--- src/rtl/mips_pkg.sv ---
// Shared MIPS front-end constants: address/instruction widths and opcode encodings.
package mips_pkg;

   localparam int unsigned ADDR_W_DEFAULT = 32;
   localparam int unsigned INSTR_W        = 32;
   localparam int unsigned OP_W           = 6;

   localparam logic [OP_W-1:0] OP_R    = 6'd0;
   localparam logic [OP_W-1:0] OP_BEQ  = 6'd4;
   localparam logic [OP_W-1:0] OP_ADDI = 6'd8;
   localparam logic [OP_W-1:0] OP_LW   = 6'd35;
   localparam logic [OP_W-1:0] OP_SW   = 6'd43;

   localparam logic [INSTR_W-1:0] NOP_WORD = 32'h0;

   // Major opcode field of an instruction word.
   function automatic logic [OP_W-1:0] opcode(input logic [INSTR_W-1:0] word);
      return word[INSTR_W-1:INSTR_W-OP_W];
   endfunction

endpackage

--- src/rtl/fetch_fifo.sv ---
// Small synchronous FIFO holding fetched {pc, instr} entries; flush empties it in one cycle.
module fetch_fifo #(
   parameter int unsigned WIDTH = 64,
   parameter int unsigned DEPTH = 2
) (
   input  logic                       clk,
   input  logic                       reset,
   input  logic                       flush,
   input  logic                       push,
   input  logic [WIDTH-1:0]           push_data,
   input  logic                       pop,
   output logic [WIDTH-1:0]           head,
   output logic                       full,
   output logic                       empty,
   output logic [$clog2(DEPTH+1)-1:0] count
);

   localparam int unsigned CNT_W = $clog2(DEPTH + 1);
   localparam int unsigned PTR_W = (DEPTH > 1) ? $clog2(DEPTH) : 1;

   logic [WIDTH-1:0] mem [DEPTH];
   logic [PTR_W-1:0] wr_ptr;
   logic [PTR_W-1:0] rd_ptr;
   logic             do_push;
   logic             do_pop;

   function automatic logic [PTR_W-1:0] next_ptr(input logic [PTR_W-1:0] p);
      return (p == PTR_W'(DEPTH - 1)) ? '0 : p + PTR_W'(1);
   endfunction

   always_comb begin
      empty   = (count == '0);
      full    = (count == CNT_W'(DEPTH));
      do_pop  = pop && !empty;
      do_push = push && !full;
      head    = mem[rd_ptr];
   end

   always_ff @(posedge clk) begin
      if (reset) begin
         wr_ptr <= '0;
         rd_ptr <= '0;
         count  <= '0;
         for (int i = 0; i < int'(DEPTH); i++) mem[i] <= '0;
      end else if (flush) begin
         wr_ptr <= '0;
         rd_ptr <= '0;
         count  <= '0;
      end else begin
         if (do_push) begin
            mem[wr_ptr] <= push_data;
            wr_ptr      <= next_ptr(wr_ptr);
         end
         if (do_pop) rd_ptr <= next_ptr(rd_ptr);
         case ({do_push, do_pop})
            2'b10:   count <= count + CNT_W'(1);
            2'b01:   count <= count - CNT_W'(1);
            default: count <= count;
         endcase
      end
   end

endmodule

--- src/rtl/instr_fetch.sv ---
// Instruction fetch front end: PC, credit-limited imem requests, in-order response buffering,
// redirect squash via a discard counter, and a valid/ready instruction port to decode.
module instr_fetch
   import mips_pkg::*;
#(
   parameter int unsigned        ADDR_W   = ADDR_W_DEFAULT,
   parameter logic [ADDR_W-1:0]  RESET_PC = '0,
   parameter int unsigned        DEPTH    = 2
) (
   input  logic              clk,
   input  logic              reset,
   output logic              imem_req_valid,
   input  logic              imem_req_ready,
   output logic [ADDR_W-1:0] imem_req_addr,
   input  logic              imem_rsp_valid,
   input  logic [31:0]       imem_rsp_data,
   output logic              instr_valid,
   input  logic              instr_ready,
   output logic [31:0]       instr,
   output logic [ADDR_W-1:0] instr_pc,
   output logic [5:0]        op,
   input  logic              redirect_valid,
   input  logic [ADDR_W-1:0] redirect_pc
);

   localparam int unsigned CNT_W   = $clog2(DEPTH + 1);
   localparam int unsigned ENTRY_W = ADDR_W + INSTR_W;

   logic [ADDR_W-1:0]  pc;
   logic [ADDR_W-1:0]  rsp_pc;
   logic [ADDR_W-1:0]  redirect_aligned;
   logic [CNT_W-1:0]   inflight;
   logic [CNT_W-1:0]   inflight_nxt;
   logic [CNT_W-1:0]   discard;
   logic [CNT_W-1:0]   count;
   logic [CNT_W:0]     credit_used;
   logic               accept;
   logic               rsp_keep;
   logic               pop;
   logic               full;
   logic               empty;
   logic [ENTRY_W-1:0] head;
   logic [INSTR_W-1:0] instr_hold;
   logic [ADDR_W-1:0]  pc_hold;

   // Request credit, response filtering and counter arithmetic.
   always_comb begin
      redirect_aligned = redirect_pc & ~ADDR_W'(3);
      credit_used      = {1'b0, count} + {1'b0, inflight};
      imem_req_valid   = !reset && !redirect_valid && (credit_used < (CNT_W + 1)'(DEPTH));
      imem_req_addr    = pc;
      accept           = imem_req_valid && imem_req_ready;
      rsp_keep         = imem_rsp_valid && (discard == '0) && !redirect_valid;
      pop              = instr_valid && instr_ready;
      inflight_nxt     = inflight + CNT_W'(accept) - CNT_W'(imem_rsp_valid);
   end

   // rsp_pc shadows the address of the next response that will be kept.
   always_ff @(posedge clk) begin
      if (reset) begin
         pc       <= RESET_PC;
         rsp_pc   <= RESET_PC;
         inflight <= '0;
         discard  <= '0;
      end else begin
         inflight <= inflight_nxt;
         if (redirect_valid) begin
            pc      <= redirect_aligned;
            rsp_pc  <= redirect_aligned;
            discard <= inflight_nxt;
         end else begin
            if (accept) pc <= pc + ADDR_W'(4);
            if (imem_rsp_valid && (discard != '0)) discard <= discard - CNT_W'(1);
            if (rsp_keep) rsp_pc <= rsp_pc + ADDR_W'(4);
         end
      end
   end

   fetch_fifo #(
      .WIDTH (ENTRY_W),
      .DEPTH (DEPTH)
   ) u_fifo (
      .clk       (clk),
      .reset     (reset),
      .flush     (redirect_valid),
      .push      (rsp_keep),
      .push_data ({rsp_pc, imem_rsp_data}),
      .pop       (pop),
      .head      (head),
      .full      (full),
      .empty     (empty),
      .count     (count)
   );

   // Remembers the last presented entry so the decode port holds its value while empty.
   always_ff @(posedge clk) begin
      if (reset) begin
         instr_hold <= NOP_WORD;
         pc_hold    <= '0;
      end else if (!empty) begin
         instr_hold <= head[INSTR_W-1:0];
         pc_hold    <= head[ENTRY_W-1:INSTR_W];
      end
   end

   always_comb begin
      instr_valid = !empty;
      instr       = empty ? instr_hold : head[INSTR_W-1:0];
      instr_pc    = empty ? pc_hold : head[ENTRY_W-1:INSTR_W];
      op          = opcode(instr);
   end

   always_ff @(posedge clk) begin
      if (!reset) begin
         assert (!(rsp_keep && full));
         assert (!(imem_rsp_valid && (inflight == '0)));
      end
   end

endmodule

--- config.mk ---
export PLATFORM = sky130hd
export DESIGN_NAME = instr_fetch
export DESIGN_NICKNAME = d
export VERILOG_FILES = /design/src/rtl/mips_pkg.sv /design/src/rtl/fetch_fifo.sv /design/src/rtl/instr_fetch.sv
export SDC_FILE = /design/constraint.sdc
export NUM_CORES = 1
export LEC_CHECK = 0
export ABC_AREA = 1
export CORE_MARGIN = 1
export CORE_UTILIZATION = 56
export DETAILED_ROUTE_END_ITERATION = 10
export DONT_BUFFER_PORTS = 1
export GPL_TIMING_DRIVEN = 0
export PLACE_DENSITY_LB_ADDON = 0.12
export SLEW_MARGIN = 20
export SYNTH_ARGS = -nofsm -noshare
export SYNTH_HDL_FRONTEND = slang
export SYNTH_SLANG_ARGS = --single-unit
export TNS_END_PERCENT = 100
--- constraint.sdc ---
create_clock -name clk -period 9.2 [get_ports clk]
set_clock_uncertainty 0.1 [all_clocks]
set_input_delay 1.38 -clock clk [delete_from_list [all_inputs] [get_ports clk]]
set_output_delay 1.38 -clock clk [all_outputs]
set_load 0.01 [all_outputs]
==> flow_metrics.py, run 1 <==
metrics = {
    "outcome": {
        "outcome": "completed",
    },
    "global_route": {
        "grt.busiest_layer": "met2",
        "grt_pass1_vias": 9348,
        "overflow": 0,
        "grt_util_met1_pct": 34.05,
        "grt_pass1_wl_um": 48330,
        "grtUsageMet3_pct": 5.366,
        "grt_start_max_net_pins": 48,
        "grt_usage_pct": 27.98,
        "antenna_found_initial": 0,
        "use_met2_pct": 48.94,
    },
    "worst_setup_path": {
        "r2r-start": "discard[0]",
        "endpoint_kind": "output port",
        "slowest_delay_ns": 0.46,
        "crit_buf_inv": 4,
        "r2r_cells": 10,
        "cp_cell_sequence": "buf_2 > inv_2 > clkbuf_1 > nand2_1 > a21oi_1 > buf_4",
        "worstPathArrival_ns": 2.37,
        "cp_slowest_cell": "clkbuf_1",
        "cp-start-kind": "flop",
        "cp.required_ns": 7.72,
        "crit_family": "buffers and inverters",
        "cp.depth": 6,
        "ff2ff_setup_slack_ns": 6.56,
        "critPathMaxFanout": 10,
        "critPathKind": "flop to output port",
    },
    "run": {
        "maxCapViolCount": 0,
    },
    "sta": {
        "min_period_ns": 3.846,
        "hold_viol_final": 0,
        "finalCritPeriodShare_pct": 41.81,
        "tightest_slew_ns": 0.8709,
        "fmax_ghz": 0.2600,
        "slew_headroom_pct": 41.94,
        "setup_viol": 0,
        "rsz0062_at_grt": "false",
        "drv_slew": 0,
        "fin_tns_setup_ns": 0,
    },
    "synthesis": {
        "synth_seq_cells": 257,
        "yosysSeqAreaShare_pct": 52.28,
        "synth_cell_types": 41,
        "syn_inst": 1503,
        "avgSynthCellArea_um2": 8.127,
        "syn_area_um2": 12210,
        "synth-warning-count": 0,
    },
    "power": {
        "clkPwrFrac_pct": 40.9,
        "power.net_switching_w": 0.0006783,
        "seqPwrFrac_pct": 48.8,
        "p_int_w": 0.001991,
        "switching_share_pct": 25.41,
        "peakVddDrop_v": 0.0001234,
        "p_per_area_nw_per_um2": 197.4,
        "pwr-share-comb_pct": 10.2,
        "leakage_nw": 5.523,
    },
    "cells_and_area": {
        "n_fill_cell": 1902,
        "nets": 1612,
        "area_growth_pct": 10.73,
        "diodes": 0,
        "layout_commonest_cell": "nand2_1",
        "final_cell_mix": "nand2_1 (329), nor2_1 (287), a21oi_1 (151)",
        "layout-drive-gt1-share_pct": 9.254,
        "postLayoutCoreUtil_pct": 63.73,
        "design_area_um2": 13520,
    },
    "die": {
        "dieArea_um2": 22410,
        "ios": 174,
        "die_y_um": 149.7,
        "fp.dieW_um": 149.7,
        "num_rows": 53,
        "start_util_pct": 57.56,
        "coreArea_um2": 21220,
    },
    "clock_tree": {
        "cts_resized": 0,
        "htreeDepth": 1,
        "cts.reportedPaths.clkPinSlew_ns": 0.06,
        "cts_root_buffer": "clkbuf_16",
        "post-cts-setup-buffers": 0,
        "clock_latency_ns": 0.54,
        "cts_buffers": 27,
        "cts.sinks": 257,
        "cts_tree": "built",
        "clockBufferDepth": 3,
        "hold_buffers": 0,
    },
    "detailed_routing": {
        "viasPerCell": 5.377,
        "drt_first_pass_iters": 5,
        "ant_nets": 0,
        "wirelength_um": 31230,
        "drc": 0,
        "route.vias.total": 9845,
        "drtIter0Drc": 636,
        "wl_per_cell_um": 17.06,
    },
    "worst_hold_path": {
        "min_from": "pc_hold[0]",
        "holdCritPathClass": "flop to flop",
        "hold-path-cell-count": 2,
    },
    "placement": {
        "place_area_um2": 12620,
        "gp_congestion": 0.9348,
        "port_buffers": 0,
        "dp_hpwl_um": 22400,
    },
}
-- cell families (layout without fill, tap and decap cells) --
logic type	Yosys count	after routing	share of synthesized area (%)
buffers and inverters	214	266	8.041
XOR/XNOR	15	15	1.076
AO/OA/AOI/OAI	237	237	10.68
adder cells (fa/ha/maj)	7	7	0.7785
flip-flops	257	257	52.28
AND/OR/NAND/NOR	772	772	27.11
other	1	2	0.03070
-- state kept, by name, summed over array words and instances (netlist names), named ones only --
register,count
u_fifo.wr_ptr,1
discard,2
imem_req_addr,30
pc_hold,32
u_fifo.rd_ptr,1
rsp_pc,30
instr_hold,32
u_fifo.count,2
inflight,2
u_fifo.mem,124
-- power groups by stage --
stage          Sequential (W)  Combinational [W]  Clock [W]
2_1_floorplan         0.00132           0.000202          0
3_3_place_gp          0.00133           0.000263          0
3_5_place_dp          0.00133           0.000271          0
4_1_cts               0.00130           0.000274    0.00111
5_1_grt               0.00131           0.000303    0.00115
6_report              0.00130           0.000273    0.00109
-- tightest hold or removal path, cell delays in order (launching register included) --
cell and delay [ns]:
dfxtp_1 0.30, inv_1 0.06, nor3_1 0.05
-- through the flow --
step / total power [W] / hold slack [ns] / instances / setup slack [ns]
floorplan: 0.001521 / 0.3246 / 1504 / 5.173
global placement: 0.001591 / 0.3314 / 1779 / 3.821
detailed placement: 0.001598 / 0.3366 / 1781 / 5.337
CTS: 0.002686 / 0.3458 / 1831 / 5.316
global route: 0.002764 / 0.3752 / 1831 / 5.181
finish: 0.002669 / 0.3432 / 1831 / 5.354
-- layout make-up --
class / count / area [um^2] / area share (%)
multi-input cells: 1033 / 4865 / 35.97
plain buffers: 71 / 445.4 / 3.294
repair buffers: 2 / 47.55 / 0.3516
well taps: 275 / 344.1 / 2.544
clock inverters: 19 / 178.9 / 1.323
inverters: 143 / 536.8 / 3.969
flip-flops and latches: 257 / 6386 / 47.22
clock buffers: 31 / 720.7 / 5.329
-- final timing paths --
check	end
setup / recovery	op[4]
setup reg to reg	u_fifo.mem[0][28]
hold reg to reg	pc_hold[0]
hold / removal	pc_hold[0]
-- layer usage --
layer | vias to the layer above | wire (um)
met3 | 66 | 2638
met4 | 0 | 1146
met2 | 383 | 15190
met5 | - | 0
li1 | 4878 | -
met1 | 4518 | 12260
-- cells in the mapped netlist (all sizes together) --
cell / number / share of area (%)
and3: 1 / 0.051
clkbuf: 26 / 0.80
nor3: 8 / 0.37
nand3b: 1 / 0.061
nand3: 52 / 2.5
xnor2: 2 / 0.14
nor2b: 1 / 0.051
a31oi: 16 / 0.82
ha: 6 / 0.61
xor2: 13 / 0.93
o211ai: 2 / 0.12
inv: 142 / 4.4
and2: 63 / 3.2
dfxtp: 133 / 22
or2: 2 / 0.10
edfxtp: 124 / 30
conb: 1 / 0.031
a221oi: 2 / 0.14
nand4: 5 / 0.26
clkinv: 1 / 0.031
nor2: 301 / 9.9
nand2: 338 / 11
buf: 45 / 2.8
fa: 1 / 0.16
o21ai: 45 / 1.8
a21oi: 172 / 7.8
Note: power is estimated with default switching activity, not from simulation.
==> run 2: changes to the inputs <==
==> constraint.sdc (replaced) <==
create_clock -name clk -period 3.1 [get_ports clk]
set_clock_uncertainty 0.1 [all_clocks]
set_input_delay 0.465 -clock clk [delete_from_list [all_inputs] [get_ports clk]]
set_output_delay 0.465 -clock clk [all_outputs]
set_load 0.01 [all_outputs]
==> run 2 against run 1 <==
Final cell count unchanged. Via count is 0.68% higher. Wire length up 0.19%. Largest power group unchanged. Design area barely moved. Sequential power grew to 3.0 times the previous value. Highest routed layer unchanged. Global-route usage rose by 0.12 points.
==> flow_metrics.py, run 2 (synthesized netlist as in run 1, its figures left out) <==
metrics = {
    "die": {
        "num_rows": 53,
        "dieArea_um2": 22410,
        "coreArea_um2": 21220,
        "ios": 174,
        "fp.dieW_um": 149.7,
        "die_y_um": 149.7,
        "start_util_pct": 57.56,
    },
    "placement": {
        "place_area_um2": 12620,
        "dp.cells": 1781,
        "gp_congestion": 0.9691,
        "dp_hpwl_um": 22300,
        "port_buffers": 0,
    },
    "global_route": {
        "grt_pass1_wl_um": 48560,
        "grt_start_max_net_pins": 51,
        "antenna_found_initial": 0,
        "grt_pass1_vias": 9552,
        "overflow": 0,
        "grt_usage_pct": 28.10,
    },
    "cells_and_area": {
        "reg_top3": "u_fifo.mem: 124 flops, instr_hold: 32 flops, pc_hold: 32 flops",
        "nets": 1613,
        "regMostFlops": "u_fifo.mem",
        "layout_commonest_cell": "nand2_1",
        "area_growth_pct": 10.66,
        "largest_reg_flops": 124,
        "layout-drive-gt1-share_pct": 9.319,
        "final_cell_mix": "nand2_1 (329), nor2_1 (287), a21oi_1 (151)",
        "diodes": 0,
        "n_fill_cell": 1880,
        "design_area_um2": 13520,
        "final_cell_count_no_fill": 1831,
    },
    "detailed_routing": {
        "wl_per_cell_um": 17.09,
        "drt_first_pass_iters": 5,
        "drc": 0,
        "viasPerCell": 5.413,
        "wirelength_um": 31290,
        "ant_nets": 0,
        "route.vias.total": 9912,
        "drtIter0Drc": 617,
    },
    "power": {
        "leakage_nw": 5.520,
        "p_int_w": 0.005916,
        "clkPwrFrac_pct": 40.7,
        "peakVddDrop_v": 0.0003067,
        "switching_share_pct": 25.00,
        "p_per_area_nw_per_um2": 583.6,
        "pwr-share-comb_pct": 10.3,
        "power.net_switching_w": 0.001972,
        "seqPwrFrac_pct": 49.0,
    },
    "sta": {
        "rsz0062_at_grt": "false",
        "finalCritPeriodShare_pct": 91.85,
        "min_period_ns": 2.847,
        "setup_viol": 0,
        "tightest_slew_ns": 0.7976,
        "drv_slew": 0,
        "hold_viol_final": 0,
        "hold_slack_ns": 0.03391,
        "slew_headroom_pct": 46.83,
        "fmax_ghz": 0.3512,
    },
    "clock_tree": {
        "clock_latency_ns": 0.53,
        "cts_tree": "built",
        "cts_buffers": 27,
        "cts.reportedPaths.clkPinSlew_ns": 0.06,
        "clockBufferDepth": 3,
        "htreeDepth": 1,
        "cts.sinks": 257,
        "post-cts-setup-buffers": 0,
        "cts_root_buffer": "clkbuf_16",
        "cts_resized": 0,
    },
    "worst_setup_path": {
        "worstPathArrival_ns": 2.28,
        "endpoint_kind": "output port",
        "ff2ff_setup_slack_ns": 0.40,
        "critPathKind": "flop to output port",
        "r2r-start": "discard[1]",
        "cp.required_ns": 2.53,
        "r2r_end": "u_fifo.mem[0][26]",
        "critPathMaxFanout": 10,
        "r2r_cells": 10,
        "cp-start-kind": "flop",
    },
    "worst_hold_path": {
        "whs_endpoint": "rsp_pc[7]",
        "holdCritPathClass": "primary input to flop",
        "min_from": "redirect_pc[7]",
        "hold-path-cell-count": 2,
    },
    "run": {
        "maxCapViolCount": 0,
    },
    "outcome": {
        "outcome": "completed",
    },
}
==> run 2: cell count changes in the layout (fill, tap and decap cells not counted) <==
cell,before,now
clkinv_1,11,3
dlygate4sd3_1,0,1
clkinv_2,3,5
inv_16,1,0
clkbuf_1,27,33
==> run 2: what timing repair did <==
action | CTS | global route
hold buffers | 1 | 0
endpoints found under the hold margin | 1 | 0
setup endpoints to repair | 0 | 0
==> run 2: final cells by class <==
type | instances | area [um^2] | area share, %
clock inverter | 12 | 138.9 | 1.027
inverter | 143 | 536.8 | 3.971
timing repair buffer | 3 | 57.56 | 0.4258
multi-input combinational | 1033 | 4865 | 35.99
clock buffer | 37 | 743.2 | 5.498
sequential | 257 | 6386 | 47.25
buffer | 71 | 445.4 | 3.295
tap | 275 | 344.1 | 2.546
==> run 2: worst max path at each step <==
stage                     startpoint                 to  slack [ns]  depth (start not counted)
after global routing            flop              op[3]        0.07                          6
after floorplan                reset   u_fifo.mem[1][0]        0.11                          4
after global placement         reset   u_fifo.mem[1][6]       -1.26                          4
after CTS                       flop              op[0]        0.19                          6
after detailed placement       reset  u_fifo.mem[0][28]        0.17                          5
final                           flop              op[0]        0.25                          6
==> run 2: worst max-delay path, cell delays in order (launching register included) <==
cell,delay (ns)
dfxtp_1,0.31
buf_2,0.20
inv_2,0.19
clkbuf_1,0.42
nand2_1,0.09
a21oi_1,0.36
buf_4,0.20
==> run 2: power by group through the flow <==
stage               sequential [W]  clock (W)  combinational, W
floorplan                  0.00391          0          0.000601
global placement           0.00394          0          0.000780
detailed placement         0.00394          0          0.000807
finish                     0.00387    0.00321          0.000812
global route               0.00389    0.00336          0.000904
CTS                        0.00387    0.00325          0.000814
==> run 2: metal layers <==
layer / vias up / global-route usage, % / part of all wire (%)
li1: 4883 / - / -
met1: 4595 / 33.86 / 40
met3: 66 / 5.366 / 7.9
met5: - / 0 / 0
met2: 368 / 49.31 / 49
met4: 0 / 11.06 / 3.2
==> run 2: through the flow <==
| stage | setup TNS, ns | power, W | worst slack, ns | utilization (%) |
|---|---|---|---|---|
| 2_1_floorplan | 0 | 0.004514 | 0.1122 | - |
| 3_3_place_gp | -101.38 | 0.004719 | -1.259 | 59.21 |
| 3_5_place_dp | 0 | 0.004744 | 0.1681 | 59.49 |
| 4_1_cts | 0 | 0.007929 | 0.1936 | 63.70 |
| 5_1_grt | 0 | 0.008159 | 0.07384 | 63.70 |
| 6_report | 0 | 0.007888 | 0.2527 | 63.70 |
